<file path="config.mk">
export PLATFORM = sky130hd
export DESIGN_NAME = sprite_blitter
export DESIGN_NICKNAME = d
export VERILOG_FILES = /design/src/rtl/gfx_pkg.sv /design/src/rtl/blit_clip_addr.sv /design/src/rtl/sprite_blitter.sv
export SDC_FILE = /design/constraint.sdc
export NUM_CORES = 1
export LEC_CHECK = 0
export CAP_MARGIN = 15
export CORE_AREA = 2 2 136 138
export DETAILED_ROUTE_END_ITERATION = 12
export DIE_AREA = 0 0 138 140
export PLACE_DENSITY = 0.8
export SLEW_MARGIN = 20
export SYNTH_ARGS = -nofsm -noshare
export SYNTH_HDL_FRONTEND = slang
export SYNTH_HIERARCHICAL = 1
export SYNTH_SLANG_ARGS = --single-unit
</file>
<file path="constraint.sdc">
create_clock -name Clk -period 5.01 [get_ports Clk]
set_clock_uncertainty 0.1 [all_clocks]
set_input_delay 1.002 -clock Clk [delete_from_list [all_inputs] [get_ports Clk]]
set_output_delay 1.002 -clock Clk [all_outputs]
set_load 0.01 [all_outputs]
</file>
<file path="src/rtl/gfx_pkg.sv">
// gfx_pkg: shared graphics definitions for the sprite blitter slice.
//  - Screen geometry (FB_W x FB_H), transparent key colour, RAM address width.
//  - rgb_t pixel type, blit_state_t FSM encoding, blit_cmd_t latched command.
//  - texel_addr(): CharacterRam address of one texel within the current sheet row.
package gfx_pkg;

   localparam int          FB_W      = 240;
   localparam int          FB_H      = 160;
   localparam int          ADDR_W    = 19;
   localparam logic [23:0] KEY_COLOR = 24'hFF00FF;

   typedef logic [23:0] rgb_t;

   typedef enum logic [1:0] {
      IDLE  = 2'd0,
      RUN   = 2'd1,
      DRAIN = 2'd2,
      DONE  = 2'd3
   } blit_state_t;

   // src_base is not kept here: it seeds the row-base accumulator at accept time.
   typedef struct packed {
      logic [8:0] src_stride;
      logic [5:0] spr_w;
      logic [5:0] spr_h;
      logic [9:0] dst_x;
      logic [9:0] dst_y;
      logic       flip_h;
   } blit_cmd_t;

   // Texel address: row base plus column offset, mirrored when flip is set.
   function automatic logic [ADDR_W-1:0] texel_addr(
      input logic [ADDR_W-1:0] row_base,
      input logic [5:0]        col,
      input logic [5:0]        width,
      input logic              flip
   );
      logic [5:0] offset;
      if (flip) begin
         offset = width - 6'd1 - col;
      end else begin
         offset = col;
      end
      return row_base + {{(ADDR_W-6){1'b0}}, offset};
   endfunction

endpackage

</file>
<file path="src/rtl/blit_clip_addr.sv">
// blit_clip_addr: combinational screen clipping and framebuffer addressing.
//  Ports:
//   dst_x, dst_y  in  10  signed sprite origin on screen
//   col, row      in  6   texel position inside the sprite
//   in_bounds     out 1   screen pixel lies inside the FB_W x FB_H area
//   fb_addr       out 19  sy*FB_W + sx when in_bounds, otherwise 0
module blit_clip_addr
   import gfx_pkg::*;
(
   input  logic [9:0]        dst_x,
   input  logic [9:0]        dst_y,
   input  logic [5:0]        col,
   input  logic [5:0]        row,
   output logic              in_bounds,
   output logic [ADDR_W-1:0] fb_addr
);

   logic signed [10:0] sx_s;
   logic signed [10:0] sy_s;

   // 11 bits hold -512..574, so origin + offset can never wrap.
   assign sx_s = $signed({dst_x[9], dst_x}) + $signed({5'b00000, col});
   assign sy_s = $signed({dst_y[9], dst_y}) + $signed({5'b00000, row});

   // Bounds test and linear address; the address is forced to 0 off-screen.
   always_comb begin
      in_bounds = (sx_s[10] == 1'b0) && (sx_s[9:0] < 10'(FB_W)) &&
                  (sy_s[10] == 1'b0) && (sy_s[9:0] < 10'(FB_H));
      if (in_bounds) begin
         // In bounds guarantees sx < 240 and sy < 160, so 8 bits of each suffice.
         fb_addr = {11'd0, sy_s[7:0]} * 19'(FB_W) + {11'd0, sx_s[7:0]};
      end else begin
         fb_addr = {ADDR_W{1'b0}};
      end
   end

endmodule

</file>
<file path="src/rtl/sprite_blitter.sv">
// sprite_blitter: copies one sprite from CharacterRam to FramebufferRam.
//  Ports:
//   Clk, Reset          clock, synchronous active-high reset
//   start               command strobe, taken only while idle
//   src_base/src_stride sheet address of the top-left texel / sheet row pitch
//   spr_w/spr_h         sprite size (0 means nothing to draw)
//   dst_x/dst_y         signed screen origin; flip_h mirrors horizontally
//   busy, done          command in progress / one-cycle completion pulse
//   char_addr/char_data CharacterRam read port (data one cycle after address)
//   fb_addr/fb_data/fb_we FramebufferRam write port
//  One texel is issued per cycle; its write slot follows one cycle later, aligned
//  with the returning char_data. Transparent (KEY_COLOR) and off-screen pixels skip.
module sprite_blitter
   import gfx_pkg::*;
(
   input  logic              Clk,
   input  logic              Reset,
   input  logic              start,
   input  logic [ADDR_W-1:0] src_base,
   input  logic [8:0]        src_stride,
   input  logic [5:0]        spr_w,
   input  logic [5:0]        spr_h,
   input  logic [9:0]        dst_x,
   input  logic [9:0]        dst_y,
   input  logic              flip_h,
   output logic              busy,
   output logic              done,
   output logic [ADDR_W-1:0] char_addr,
   input  rgb_t              char_data,
   output logic [ADDR_W-1:0] fb_addr,
   output rgb_t              fb_data,
   output logic              fb_we
);

   blit_state_t       state_r;
   blit_state_t       next_state_s;
   blit_cmd_t         cmd_r;
   logic [5:0]        col_r;
   logic [5:0]        row_r;
   logic [ADDR_W-1:0] row_base_r;
   logic [ADDR_W-1:0] next_row_base_s;
   logic [ADDR_W-1:0] char_addr_r;
   logic              s1_valid_r;
   logic              s1_in_bounds_r;
   logic [ADDR_W-1:0] s1_addr_r;
   logic              busy_r;
   logic              done_r;
   logic              clip_in_bounds_s;
   logic [ADDR_W-1:0] clip_addr_s;
   logic              accept_s;
   logic              empty_s;
   logic              last_col_s;
   logic              last_s;

   assign accept_s        = (state_r == IDLE) && start;
   assign empty_s         = (spr_w == 6'd0) || (spr_h == 6'd0);
   assign last_col_s      = (col_r == cmd_r.spr_w - 6'd1);
   assign last_s          = last_col_s && (row_r == cmd_r.spr_h - 6'd1);
   assign next_row_base_s = row_base_r + {{(ADDR_W-9){1'b0}}, cmd_r.src_stride};

   // Clip/address the texel currently presented on char_addr.
   blit_clip_addr u_clip (
      .dst_x     (cmd_r.dst_x),
      .dst_y     (cmd_r.dst_y),
      .col       (col_r),
      .row       (row_r),
      .in_bounds (clip_in_bounds_s),
      .fb_addr   (clip_addr_s)
   );

   // Next-state decode for the blit sequencer.
   always_comb begin
      next_state_s = state_r;
      case (state_r)
         IDLE: begin
            if (accept_s) begin
               if (empty_s) begin
                  next_state_s = DONE;
               end else begin
                  next_state_s = RUN;
               end
            end else begin
               next_state_s = IDLE;
            end
         end
         RUN: begin
            if (last_s) begin
               next_state_s = DRAIN;
            end else begin
               next_state_s = RUN;
            end
         end
         DRAIN:   next_state_s = DONE;
         DONE:    next_state_s = IDLE;
         default: next_state_s = IDLE;
      endcase
   end

   // State register with busy/done registered from the next state.
   always_ff @(posedge Clk) begin
      if (Reset) begin
         state_r <= IDLE;
         busy_r  <= 1'b0;
         done_r  <= 1'b0;
      end else begin
         state_r <= next_state_s;
         busy_r  <= (next_state_s != IDLE);
         done_r  <= (next_state_s == DONE);
      end
   end

   // Command latch, col/row walk and source address accumulator.
   always_ff @(posedge Clk) begin
      if (Reset) begin
         cmd_r       <= '0;
         col_r       <= 6'd0;
         row_r       <= 6'd0;
         row_base_r  <= {ADDR_W{1'b0}};
         char_addr_r <= {ADDR_W{1'b0}};
      end else if (accept_s) begin
         cmd_r      <= '{src_stride: src_stride, spr_w: spr_w, spr_h: spr_h,
                         dst_x: dst_x, dst_y: dst_y, flip_h: flip_h};
         col_r      <= 6'd0;
         row_r      <= 6'd0;
         row_base_r <= src_base;
         // An empty sprite leaves the read port untouched.
         if (!empty_s) begin
            char_addr_r <= texel_addr(src_base, 6'd0, spr_w, flip_h);
         end
      end else if ((state_r == RUN) && !last_s) begin
         if (last_col_s) begin
            col_r       <= 6'd0;
            row_r       <= row_r + 6'd1;
            row_base_r  <= next_row_base_s;
            char_addr_r <= texel_addr(next_row_base_s, 6'd0, cmd_r.spr_w, cmd_r.flip_h);
         end else begin
            col_r       <= col_r + 6'd1;
            char_addr_r <= texel_addr(row_base_r, col_r + 6'd1, cmd_r.spr_w, cmd_r.flip_h);
         end
      end
   end

   // Stage-1: carries the issued texel's write decision to the cycle its data returns.
   always_ff @(posedge Clk) begin
      if (Reset) begin
         s1_valid_r     <= 1'b0;
         s1_in_bounds_r <= 1'b0;
         s1_addr_r      <= {ADDR_W{1'b0}};
      end else begin
         s1_valid_r <= (state_r == RUN);
         if (state_r == RUN) begin
            s1_in_bounds_r <= clip_in_bounds_s;
            s1_addr_r      <= clip_addr_s;
         end
      end
   end

   assign busy      = busy_r;
   assign done      = done_r;
   assign char_addr = char_addr_r;
   assign fb_addr   = s1_addr_r;
   assign fb_data   = s1_valid_r ? char_data : 24'h000000;
   assign fb_we     = s1_valid_r && s1_in_bounds_r && (char_data != KEY_COLOR);

endmodule
</file>
==> impl_metrics.csv <==
group,metric,value,unit
critical_path,end_kind,"flip-flop",
clock_tree,clockBufferDepth,2,
place,gp_congestion,0.940,
timing,whs,353,ps
min_path,min_path_cells,2,
logic_synthesis,syn_area,9650,µm²
logic_synthesis,ys.flop_type,"dfxtp_1",
timing,hold_viol,0,
logic_synthesis,syn_inst,1263,
pwr,ir_worst_vdd,0.250,mV
global_route,grt.total_usage,28.0,%
routing,wl_met3,1.84,mm
global_route,grt_pass1_wl,44.8,mm
logic_synthesis,ys_ff_latch,117,
global_route,antenna_found_initial,0,
timing,setup_viol,0,
clock_tree,cts.sinks,117,
cells_and_area,final_area,12100,µm²
min_path,hold_class,"reg -> reg",
logic_synthesis,yosys.cell_types.count,90,
critical_path,crit_type,"reg -> reg",
critical_path,r2r_cells,17,
status,status,"finished clean",
floorplanning,rows,49,
logic_synthesis,synth_seq_area_share,24.3,%
logic_synthesis,postSynthAreaPerCell,7.64,µm²
logic_synthesis,async_reset_ff_share,0,%
floorplanning,core,17800,µm²
routing,wl,27.7,mm
routing,ant_nets,0,
place,place_area,11300,µm²
cells_and_area,diodes,0,
cells_and_area,area_growth,25.7,%
critical_path,worst_path_largest_cell_delay,520,ps
place,dpl.cell_count,1594,
timing,drv_slew,0,
place,dp_hpwl,20.2,mm
pwr,leakage,4.82,nW
floorplanning,start_util,54.3,%
routing,wl_met1,11.3,mm
pwr,cellPowerDensity,273,nW/µm²
timing,fmaxAchievable,212,MHz
timing,min_period_over_period,94.3,%
logic_synthesis,yosysWarnings,6,
clock_tree,htreeDepth,4,
pwr,total_power,3.31,mW
floorplanning,die_w,138,µm
timing,rsz0062_at_grt,"no",
floorplanning,die_h,140,µm
routing,drc_errors,0,
logic_synthesis,synth_edf_count,0,
cells_and_area,instances_no_fill,1633,
critical_path,crit_arrival,4980,ps
critical_path,crit_chain,"ha_2 -> fa_2 -> xnor2_2 -> inv_1 -> fa_1 -> fa_1 -> inv_1 -> fa_1 -> nor2b_1 -> o22ai_1 -> xnor2_2 -> nand4_1 -> and4bb_2 -> nand4_1 -> nor4b_2 -> nand2_1 -> a21oi_2",
timing,setup_tns,0,ps
global_route,grt_pass1_vias,9012,
clock_tree,numCtsBuffers,17,
routing,top_layer_used,"met4",
critical_path,startpoint_type,"flip-flop",
clock_tree,path_clk_slew,60,ps
routing,wl_per_cell,17.0,µm
flow_run,max-cap-violations,0,
clock_tree,root_buffer,"clkbuf_16",
routing,vias_per_cell,6.01,
global_route,overflow,0,
critical_path,r2r_setup_slack,280,ps
global_route,grt_max_degree,83,
critical_path,cp.required,5260,ps
routing,met2RoutedLength,13.6,mm
floorplanning,ios,153,
critical_path,crit_path_start,"row_r[0]$_SDFFE_PP0P_",
timing,tightest_slew,1000,ps
routing,dr.pass1.iters,7,
critical_path,path_max_fanout,5,
min_path,worstHoldStart,"fb_addr[1]$_SDFFE_PP0P_",
min_path,holdPathEnd,"fb_addr[1]$_SDFFE_PP0P_",
routing,vias,9813,
timing,final.min_clock_period,4730,ps
timing,relSlewSlack,33.1,%
critical_path,reg2reg_to,"fb_addr[16]$_SDFFE_PP0P_",
critical_path,crit_top_cell,"fa_1",
floorplanning,dieArea,19300,µm²
cells_and_area,drive_above_1_share,7.34,%
routing,drt-initial-drc-count,654,
place,io_buffers,152,
cells_and_area,nets,1563,
clock_tree,worst_skew_pair.late_latency,430,ps
cells_and_area,nFillCells,1493,
critical_path,r2r_start,"row_r[0]$_SDFFE_PP0P_",
clock_tree,cts_tree,"yes",
critical_path,worst_path_max_delay_cell,"fa_1",
[cells in the final DEF, fill, tap and decap left out, drive strengths merged, types with 19 or more instances in the layout]
master,n
nor3,32
dfxtp,117
a21oi,143
and2,39
clkdlybuf4s50,151
nor2,85
a211oi,26
ha,68
xor2,42
a21o,23
nand3,30
nand4,20
inv,54
o211ai,19
nand2,193
xnor2,71
clkbuf,21
buf,21
o21ai,40
[synthesized netlist by cell type (all sizes together) (6+ instances only)]
library cell,n,share of area [%]
a31oi,7,0.45
o21ai,40,2.1
xnor2,71,6.6
inv,54,2.1
nor3,32,1.7
xor2,42,3.8
a21oi,143,7.6
o21bai,11,0.89
a211oi,26,2.2
a22oi,12,0.93
a21o,23,1.8
o211ai,19,1.6
nor2,85,3.3
ha,68,8.8
nand2b,17,1.1
o21a,8,0.62
clkbuf,45,1.8
nor4b,6,0.77
nor4,8,0.52
nand3,30,1.6
fa,15,3.1
dfxtp,117,24
nand4,20,1.5
and3,12,0.78
and2,39,2.5
buf,18,0.91
nor2b,14,0.91
nand2,193,7.5
[per-layer routing]
metal / up-vias / track usage, %
met5: - / 0
met4: 0 / 11.7
met3: 70 / 5.81
met2: 401 / 48.6
met1: 4615 / 34.0
li1: 4727 / -
[worst max-delay path: cells and delay by family (launching register included)]
kind                       cells  cell delay [ps]
adders and majority gates      5             2090
DFF                            1              360
xor gates and xnor gates       2              370
and+or+nand+nor                6             1260
buffers and inverters          2              180
AOI/OAI and AO/OA              2              270
[power by group]
group | switching, mW | internal, mW | total, mW
clock | 0.441 | 0.901 | 1.34
sequential | 0.0576 | 0.992 | 1.05
combinational | 0.498 | 0.419 | 0.917
[state kept, by name, summed over array words and instances (netlist names)]
name	count
busy	1
char_addr	19
cmd_r	42
col_r	6
done	1
fb_addr	19
row_base_r	19
row_r	6
s1_in_bounds_r	1
s1_valid_r	1
state_r	2
[metrics by stage]
stage | utilization (%) | setup slack [ps]
floorplan | - | 497
global placement | 63.6 | 293
detailed placement | 63.6 | 110
CTS | 67.2 | 54.0
global route | 68.2 | 7.71
finish | 68.2 | 284
[layout make-up]
type	instances	area, µm²	share of cell area (%)
inverters	55	206	1.70
clock inverters	10	178	1.47
well taps	229	287	2.36
clock buffers	21	460	3.80
repair buffers	172	1680	13.9
flip-flops and latches	117	2340	19.3
multi-input cells	1029	6970	57.5
[cells by family (layout without fill, tap and decap cells)]
| kind of cell | count (synthesis) | count (layout) | synth area share [%] |
|---|---|---|---|
| other cells | 1 | 2 | 0.0389 |
| fa+ha+maj | 83 | 83 | 11.9 |
| flops | 117 | 117 | 24.3 |
| mux | 6 | 6 | 0.635 |
| compound gates | 338 | 338 | 22.8 |
| simple gates | 485 | 485 | 24.6 |
| xor+xnor | 115 | 115 | 10.9 |
| buf+inv | 118 | 258 | 4.80 |
[worst max-delay path by stage]
stage,to,slack (ps)
6_report,fb_addr[16]$_SDFFE_PP0P_,280
4_1_cts,fb_addr[16]$_SDFFE_PP0P_,50
2_1_floorplan,fb_addr[16]$_SDFFE_PP0P_,500
3_5_place_dp,fb_addr[16]$_SDFFE_PP0P_,110
3_3_place_gp,fb_addr[16]$_SDFFE_PP0P_,290
5_1_grt,fb_addr[16]$_SDFFE_PP0P_,8
[timing repair]
action                     4_1_cts  5_1_grt
setup endpoints to repair        0        3
gates resized for setup          0       19
setup buffers                    0        8
hold buffers                     0        0
Power figures use the tool's default switching activity.
